==> config.mk <==
export PLATFORM = sky130hd
export DESIGN_NAME = req_conditioner_flat
export DESIGN_NICKNAME = d
export VERILOG_FILES = /design/src/rtl/req_conditioner_pkg.sv /design/src/rtl/req_conditioner_if.sv /design/src/rtl/req_conditioner_debounce_channel.sv /design/src/rtl/req_conditioner.sv /design/src/flat_wrapper.sv
export SDC_FILE = /design/constraint.sdc
export NUM_CORES = 1
export LEC_CHECK = 0
export ABC_AREA = 0
export BUFFER_PORTS_ARGS = -buffer_cell sky130_fd_sc_hd__buf_2
export CAP_MARGIN = 20
export CELL_PAD_IN_SITES_DETAIL_PLACEMENT = 1
export CELL_PAD_IN_SITES_GLOBAL_PLACEMENT = 1
export CORE_ASPECT_RATIO = 1.4
export CORE_MARGIN = 2
export CORE_UTILIZATION = 30
export DETAILED_ROUTE_END_ITERATION = 8
export GPL_TIMING_DRIVEN = 0
export PLACE_DENSITY_LB_ADDON = 0.1
export SLEW_MARGIN = 40
export SYNTH_ARGS = -nofsm -noshare
export SYNTH_HDL_FRONTEND = slang
export SYNTH_SLANG_ARGS = --single-unit
==> constraint.sdc <==
create_clock -name clk -period 1.15 [get_ports clk]
set_input_delay 0.23 -clock clk [delete_from_list [all_inputs] [get_ports clk]]
set_output_delay 0.23 -clock clk [all_outputs]
set_load 0.005 [all_outputs]
==> src/rtl/req_conditioner_pkg.sv <==
// Shared types for the two-channel button conditioner: debounce FSM state
// encoding and the press-order codes reported on first_out.
package req_conditioner_pkg;

  typedef enum logic [1:0] {
    RELEASED        = 2'd0,
    PRESS_PENDING   = 2'd1,
    PRESSED         = 2'd2,
    RELEASE_PENDING = 2'd3
  } deb_state_e;

  typedef enum logic [1:0] {
    FIRST_NONE = 2'b00,
    FIRST_P1   = 2'b01,
    FIRST_P2   = 2'b10,
    FIRST_TIE  = 2'b11
  } first_e;

  // Maps the two same-cycle press pulses onto a press-order code.
  function automatic first_e first_code(input logic p1, input logic p2);
    first_e code;
    case ({p2, p1})
      2'b01:   code = FIRST_P1;
      2'b10:   code = FIRST_P2;
      2'b11:   code = FIRST_TIE;
      default: code = FIRST_NONE;
    endcase
    return code;
  endfunction

endpackage

==> src/rtl/req_conditioner_if.sv <==
// Bundle of raw button inputs and conditioned outputs between the pads/bench
// (master) and the conditioner (slave).
interface req_conditioner_if;

  logic       req1_in;
  logic       req2_in;
  logic       req1_out;
  logic       req2_out;
  logic       req1_pulse_out;
  logic       req2_pulse_out;
  logic [1:0] first_out;

  modport master (
    output req1_in,
    output req2_in,
    input  req1_out,
    input  req2_out,
    input  req1_pulse_out,
    input  req2_pulse_out,
    input  first_out
  );

  modport slave (
    input  req1_in,
    input  req2_in,
    output req1_out,
    output req2_out,
    output req1_pulse_out,
    output req2_pulse_out,
    output first_out
  );

endinterface

==> src/rtl/req_conditioner_debounce_channel.sv <==
// One button channel: two-flop synchronizer, debounce FSM with stable-cycle
// counter, registered level and single-cycle press pulse.
module debounce_channel
  import req_conditioner_pkg::*;
#(
  parameter int DEBOUNCE_COUNT = 20
) (
  input  logic clk,
  input  logic rst_in,
  input  logic raw_i,
  output logic level_o,
  output logic pulse_o
);

  localparam int CNT_W = $clog2(DEBOUNCE_COUNT + 1);
  localparam logic [CNT_W-1:0] CNT_MAX = CNT_W'(DEBOUNCE_COUNT);
  localparam logic [CNT_W-1:0] CNT_ONE = CNT_W'(1);
  localparam logic [CNT_W-1:0] CNT_ZERO = '0;

  logic             sync1_q;
  logic             sync2_q;
  logic             sync_x;
  deb_state_e       state_q;
  deb_state_e       state_d;
  logic [CNT_W-1:0] cnt_q;
  logic [CNT_W-1:0] cnt_d;
  logic             level_q;
  logic             level_d;
  logic             pulse_q;
  logic             pulse_d;

  always_ff @(posedge clk) begin
    if (rst_in) begin
      sync1_q <= 1'b0;
      sync2_q <= 1'b0;
    end else begin
      sync1_q <= raw_i;
      sync2_q <= sync1_q;
    end
  end

  assign sync_x = sync2_q;

  always_ff @(posedge clk) begin
    if (rst_in) begin
      state_q <= RELEASED;
      cnt_q   <= CNT_ZERO;
      level_q <= 1'b0;
      pulse_q <= 1'b0;
    end else begin
      state_q <= state_d;
      cnt_q   <= cnt_d;
      level_q <= level_d;
      pulse_q <= pulse_d;
    end
  end

  // A pending state falls back as soon as the input disagrees once; it only
  // commits after DEBOUNCE_COUNT further agreeing cycles.
  always_comb begin
    state_d = state_q;
    cnt_d   = cnt_q;
    case (state_q)
      RELEASED: begin
        if (sync_x) begin
          state_d = PRESS_PENDING;
          cnt_d   = CNT_ONE;
        end
      end
      PRESS_PENDING: begin
        if (!sync_x) begin
          state_d = RELEASED;
          cnt_d   = CNT_ZERO;
        end else if (cnt_q == CNT_MAX) begin
          state_d = PRESSED;
          cnt_d   = CNT_ZERO;
        end else begin
          cnt_d = cnt_q + CNT_ONE;
        end
      end
      PRESSED: begin
        if (!sync_x) begin
          state_d = RELEASE_PENDING;
          cnt_d   = CNT_ONE;
        end
      end
      RELEASE_PENDING: begin
        if (sync_x) begin
          state_d = PRESSED;
          cnt_d   = CNT_ZERO;
        end else if (cnt_q == CNT_MAX) begin
          state_d = RELEASED;
          cnt_d   = CNT_ZERO;
        end else begin
          cnt_d = cnt_q + CNT_ONE;
        end
      end
      default: begin
        state_d = RELEASED;
        cnt_d   = CNT_ZERO;
      end
    endcase
  end

  always_comb begin
    level_d = level_q;
    pulse_d = 1'b0;
    if (state_q == PRESS_PENDING && sync_x && cnt_q == CNT_MAX) begin
      level_d = 1'b1;
      pulse_d = 1'b1;
    end else if (state_q == RELEASE_PENDING && !sync_x && cnt_q == CNT_MAX) begin
      level_d = 1'b0;
    end
  end

  assign level_o = level_q;
  assign pulse_o = pulse_q;

endmodule

==> src/rtl/req_conditioner.sv <==
// Two-channel button conditioner feeding the arbiter core: debounced levels,
// press pulses, and a latched record of which player pressed first.
module req_conditioner
  import req_conditioner_pkg::*;
#(
  parameter int CLOCK_FREQ     = 1000,
  parameter int DEBOUNCE_MS    = 20,
  parameter int DEBOUNCE_COUNT = CLOCK_FREQ * DEBOUNCE_MS / 1000
) (
  input  logic              clk,
  input  logic              rst_in,
  req_conditioner_if.slave  bus
);

  logic   level1;
  logic   level2;
  logic   pulse1;
  logic   pulse2;
  first_e first_q;
  first_e first_d;

  debounce_channel #(
    .DEBOUNCE_COUNT(DEBOUNCE_COUNT)
  ) u_ch1 (
    .clk     (clk),
    .rst_in  (rst_in),
    .raw_i   (bus.req1_in),
    .level_o (level1),
    .pulse_o (pulse1)
  );

  debounce_channel #(
    .DEBOUNCE_COUNT(DEBOUNCE_COUNT)
  ) u_ch2 (
    .clk     (clk),
    .rst_in  (rst_in),
    .raw_i   (bus.req2_in),
    .level_o (level2),
    .pulse_o (pulse2)
  );

  // Clearing wins over capture; a pulse implies its level is high, so the
  // two cannot actually coincide.
  always_comb begin
    first_d = first_q;
    if (!level1 && !level2) begin
      first_d = FIRST_NONE;
    end else if (first_q == FIRST_NONE) begin
      first_d = first_code(pulse1, pulse2);
    end
  end

  always_ff @(posedge clk) begin
    if (rst_in) begin
      first_q <= FIRST_NONE;
    end else begin
      first_q <= first_d;
    end
  end

  assign bus.req1_out       = level1;
  assign bus.req2_out       = level2;
  assign bus.req1_pulse_out = pulse1;
  assign bus.req2_pulse_out = pulse2;
  assign bus.first_out      = first_q;

endmodule

==> src/flat_wrapper.sv <==
// flat-port wrapper written by rule: the top's interface ports become plain ports
module req_conditioner_flat import req_conditioner_pkg::*;
#(
  parameter int CLOCK_FREQ     = 1000,
  parameter int DEBOUNCE_MS    = 20,
  parameter int DEBOUNCE_COUNT = CLOCK_FREQ * DEBOUNCE_MS / 1000
)
  (clk, rst_in, bus_req1_in, bus_req2_in, bus_req1_out, bus_req2_out, bus_req1_pulse_out, bus_req2_pulse_out, bus_first_out);
  req_conditioner_if bus_i ();
  input  logic clk;
  input  logic rst_in;
  input wire logic [$bits(bus_i.req1_in)-1:0] bus_req1_in;
  input wire logic [$bits(bus_i.req2_in)-1:0] bus_req2_in;
  output wire logic [$bits(bus_i.req1_out)-1:0] bus_req1_out;
  output wire logic [$bits(bus_i.req2_out)-1:0] bus_req2_out;
  output wire logic [$bits(bus_i.req1_pulse_out)-1:0] bus_req1_pulse_out;
  output wire logic [$bits(bus_i.req2_pulse_out)-1:0] bus_req2_pulse_out;
  output wire logic [$bits(bus_i.first_out)-1:0] bus_first_out;
  assign bus_i.req1_in = bus_req1_in;
  assign bus_i.req2_in = bus_req2_in;
  assign bus_req1_out = bus_i.req1_out;
  assign bus_req2_out = bus_i.req2_out;
  assign bus_req1_pulse_out = bus_i.req1_pulse_out;
  assign bus_req2_pulse_out = bus_i.req2_pulse_out;
  assign bus_first_out = bus_i.first_out;
  req_conditioner #(.CLOCK_FREQ(CLOCK_FREQ), .DEBOUNCE_MS(DEBOUNCE_MS), .DEBOUNCE_COUNT(DEBOUNCE_COUNT)) u_core (.clk(clk), .rst_in(rst_in), .bus(bus_i));
endmodule
Word level (Yosys, flattened, before mapping). Index checks and enable logic that the tools add are counted.

Register bits after elaboration: 24. Input bits: 4. Output and inout bits: 6. Word-level logic and storage cells: 90.

Add/subtract/negate cells: 2. Equality and inequality tests: 19. Muxes and demuxes: 33. Reductions and logical operators: 23.

Operator list (number): $mux W5 (10); $pmux W5 S4 (2); $mux W2 (12); $pmux W2 S4 (2); $eq A2 B2 Y1 const B (6); $ne A3 B3 Y1 const B (4); $add A5 B1 Y5 const B (2); $eq A5 B5 Y1 const B (2); $logic_and A1 B1 Y1 (9); $ne A2 B2 Y1 const B (4); $reduce_and A4 Y1 (2); $eq A2 B1 Y1 const B (3); $logic_not A2 Y1 (3); $mux W1 (6); $pmux W2 S3 (1); $logic_not A1 Y1 (4); $reduce_and A2 Y1 (2); $reduce_bool A2 Y1 (2); $reduce_or A2 Y1 (1).

Longest topological paths before layout.
Word-level depth: 5. Gate-level depth with buffers: 5.

Modules after synthesis. Synthesis repeated with hierarchy kept, for this count alone.

Cells, all modules: 119. Area total of the unflattened synthesis: 1157.4 um2.

By module, submodules not included: debounce_channel (times used 2, cells an instance 55, area each 523.0 um2, seq. area each 220.2 um2); req_conditioner (times used 1, cells an instance 9, area each 111.4 um2, seq. area each 40.0 um2).

Worst setup path before layout. No wires, ideal clock.

Kind: register -> register. Start point: reg u_core.u_ch2.cnt_q[1]. End point: reg u_core.u_ch2.cnt_q[4]. Setup time: 74 ps. Data arrival time: 1216 ps. Required time: 1076 ps. Setup slack: -140 ps. Stages on the path, launching flop included: 5. Path buffers: 0. Cells stage by stage: dfxtp_1 > ha_1 > nand3_1 > or4_1 > a31oi_1.

Cells in the longest elaborated chain, start to end: 4.

RTL lines: from (decl) (line req_conditioner_debounce_channel.sv:25) `logic [CNT_W-1:0] cnt_q;`; from (signal assigned) (line req_conditioner_debounce_channel.sv:52) `cnt_q <= cnt_d;`; $add A5 B1 Y5 or $eq A5 B5 Y1 (tied branches); $mux W5 * (line req_conditioner_debounce_channel.sv:74, req_conditioner_debounce_channel.sv:91); $mux W5 (on tied branches) (line req_conditioner_debounce_channel.sv:88, req_conditioner_debounce_channel.sv:71); $pmux W5 S4 * (line req_conditioner_debounce_channel.sv:63) `case (state_q)`.

Every way passes the cells marked *; elsewhere a longest branch is shown, timed or not. A chain may end at the register's enable or synchronous reset.

Worst setup path in the final report.
Start point: reg u_core.u_ch2.cnt_q[0]. End point: reg u_core.u_ch2.cnt_q[4].

Same word-level chain as after synthesis.

==> impl_metrics.ini <==
[run]
drv_cap = 0

[synthesis]
synth_top_family_by_area = simple AND/OR/NAND/NOR gates
synthSimpleGateAreaFrac_pct = 28.3
synth_edf_count = 0
synth_area_mm2 = 0.00112
yosysSeqAreaShare_pct = 42.8
yosysWarningCount = 0
netlist.area_leader.share_pct = 42.8
ys_async_sr_fraction_pct = 0
yosys.area.top_type = dfxtp_1
yosys_register_bits = 24
synthCells = 124
synthMostInstantiatedCell = dfxtp_1
synth_area_per_cell_um2 = 9.05
synthAdderAreaFrac_pct = 4.46
synth_nets = 132
synth_compound_area_share_pct = 14.3
synth_area_leaders = dfxtp_1, nand3_1, nand4_1
synthTopCellsByCount = dfxtp_1, inv_1, nand3_1, nand4_1, a21oi_1
synth_flop_cell = dfxtp_1
yosys.cell_types.count = 32
synthXorXnorAreaFrac_pct = 4.68
synthMuxAreaShare_pct = 0

[worst_setup_path]
cp.required_ns = 1.35
r2r_start = u_core.u_ch2.cnt_q[0]
arrival_ns = 1.49
crit_start = u_core.u_ch2.cnt_q[0]
crit_end = u_core.u_ch2.cnt_q[4]
critPathSlowestCell = or4_1
start_kind = register
path_class = reg2reg
r2r-end = u_core.u_ch2.cnt_q[4]
critical_path_peak_fanout = 3
critPathMaxStageDelay_ns = 0.48
worstPathCellList = ha_4 > nand3_2 > or4_1 > a31oi_1
ff2ff_path_depth = 4
worstSetupEndpointType = register
reg2reg_setup_slack_ns = -0.14

[routing]
drc = 0
wire_per_inst_um = 15.6
viasPerCell = 5.43
ant_nets = 0
wl_um = 2940
first_iter_violations = 12
drtPass1Iterations = 4
num_vias = 1020

[clocking]
cts_htree_levels = 1
cts_hold_repair.buffers = 0
cts_sinks = 24
worstSkewPairLatency_ns = 0.26
clockBufferDepth = 2
cts_made_buffers = 3
clkTransAtPathRegs_ns = 0.08
root_buffer = clkbuf_8
cts_tree = yes

[worst_hold_path]
hold_path.class = in2reg
hold_path_startpoint = bus_req1_in

[status]
violations = negative setup slack
outcome = complete, but fails checks

[grt]
grt_pass1_vias = 1080
track_usage_pct = 14.4
grt_antenna_before_repair = 0
grt_overflow = 0
grt_max_degree = 14
grt_pass1_wl_um = 4890

[floorplanning]
io-pin-count = 10
die_w_um = 55.7
initial_utilization_pct = 31.1
dieHeight_um = 76.4
core_mm2 = 0.00361
fp-row-count = 26
dieArea_mm2 = 0.00425

[sta]
max_slew_margin_pct = 80.0
tightest_slew_ns = 0.299
setup_slack_ns = -0.139
final-setup-viol-count = 12
rsz0062_at_grt = yes
layout_min_cycle_time_ns = 1.29
hold_viol_final = 0
fmax_mhz = 776
final.setup.tns_ns = -0.668
finalCritPeriodShare_pct = 112
finalClockSkew_ns = 0.00361
slew_violations = 0

[final_layout]
fin_nets = 155
fill_cells = 409
multiInputGateArea_um2 = 764
layout-drive-gt1-share_pct = 43.8
antenna_cells = 0
syn2layout_area_growth_pct = 40.4
fin_util_pct = 43.6
layout.area.seq_um2 = 508

[power_and_ir_drop]
finalPower_w = 0.00158
ir_worst_vdd_uv = 459
power.leakage_nw = 0.539
power_density_mw_per_mm2 = 1010

[place]
gp_congestion = 0.718
io_buffers = 9
dp_hpwl_um = 2080
## metal layers
| layer | part of all wire, % | track usage (%) |
|---|---|---|
| met1 | 38 | 14.4 |
| met2 | 59 | 28.5 |
| met3 | 0.95 | 2.04 |
| met4 | 1.8 | 6.34 |
| met5 | 0 | 0 |
## sequential cells by signal (all words and copies together), names as in the netlist, named ones only
| name | cells |
|---|---|
| u_core.u_ch2.sync1_q | 1 |
| u_core.u_ch2.cnt_q | 5 |
| u_core.u_ch1.cnt_q | 5 |
| u_core.u_ch2.state_q | 1 |
| u_core.u_ch2.sync2_q | 1 |
| u_core.u_ch1.pulse_o | 1 |
| u_core.u_ch2.level_o | 1 |
| u_core.u_ch1.level_o | 1 |
| u_core.u_ch1.sync2_q | 1 |
| u_core.bus.first_out | 2 |
| u_core.u_ch2.pulse_o | 1 |
| u_core.u_ch1.state_q | 1 |
| u_core.u_ch1.sync1_q | 1 |
## kinds of logic (layout without fill, tap and decap cells)
family                     Yosys count  in the layout
adders and majority gates            4              4
buffers and inverters               16             38
AOI/OAI and AO/OA                   23             23
xor gates and xnor gates             6              6
and+or+nand+nor                     51             51
DFF                                 24             24
## cell usage in the layout, fill, tap and decap left out, drive strengths merged
cell type	instances
o311ai	2
nand4	9
xor2	4
nor2b	6
o21ai	4
or4b	1
a211oi	2
and2b	2
and3	2
nand2b	2
and4b	2
a311o	2
o211ai	1
or4	1
dfxtp	24
a21oi	8
ha	4
nor2	2
nand2	4
or3	1
nand3	12
nor4	2
a31oi	3
buf	21
o41ai	1
inv	12
xnor2	2
nand4b	5
clkbuf	5
## report_power, final
part           internal (W)  leakage, nW  total, W  switching [W]
registers          0.000842        0.201  0.000868      0.0000256
logic             0.0000689        0.310  0.000148      0.0000793
clock network      0.000306       0.0288  0.000569       0.000263
## how the worst min path moves through the flow
| stage | end | slack (ns) | cells past startpoint |
|---|---|---|---|
| 3_3_place_gp | u_core.u_ch1.sync2_q | 0.44 | 1 |
| 3_5_place_dp | u_core.u_ch2.sync2_q | 0.43 | 1 |
| 4_1_cts | u_core.u_ch1.sync1_q | 0.17 | 2 |
| 6_report | u_core.u_ch1.sync1_q | 0.18 | 2 |
| 5_1_grt | u_core.u_ch2.sync1_q | 0.18 | 2 |
| 2_1_floorplan | u_core.u_ch1.sync1_q | 0.36 | 1 |
## worst max-delay path, delay by kind of cell, from the launching register on
| kind | cells | cell delay (ns) |
|---|---|---|
| and+or+nand+nor | 2 | 0.56 |
| adders and majority gates | 1 | 0.15 |
| DFF | 1 | 0.38 |
| AOI/OAI and AO/OA | 1 | 0.14 |
## layout make-up
type | count | share of cell area, %
Timing Repair Buffer | 18 | 7.39
Inverter | 12 | 3.34
Clock buffer | 4 | 3.49
Sequential cell | 24 | 32.2
Multi-Input combinational cell | 84 | 48.5
Tap cell | 42 | 3.34
Buffer | 4 | 1.67
## metrics by stage
stage | cells | instance area [µm²] | setup WS (ns) | hold slack [ns]
global route | 188 | 1580 | -0.185 | 0.183
global placement | 175 | 1270 | -0.366 | 0.444
detailed placement | 175 | 1270 | -0.382 | 0.431
CTS | 182 | 1460 | -0.138 | 0.174
finish | 188 | 1580 | -0.139 | 0.176
floorplan | 124 | 1170 | -0.0608 | 0.358
## timing repair
item / in CTS / in global routing
endpoints found under the setup margin: 20 / 17
pin swaps: 10 / 18
buffers inserted: 3 / 6
resized for setup: 29 / 17
Note: power is estimated with default switching activity, not from simulation.
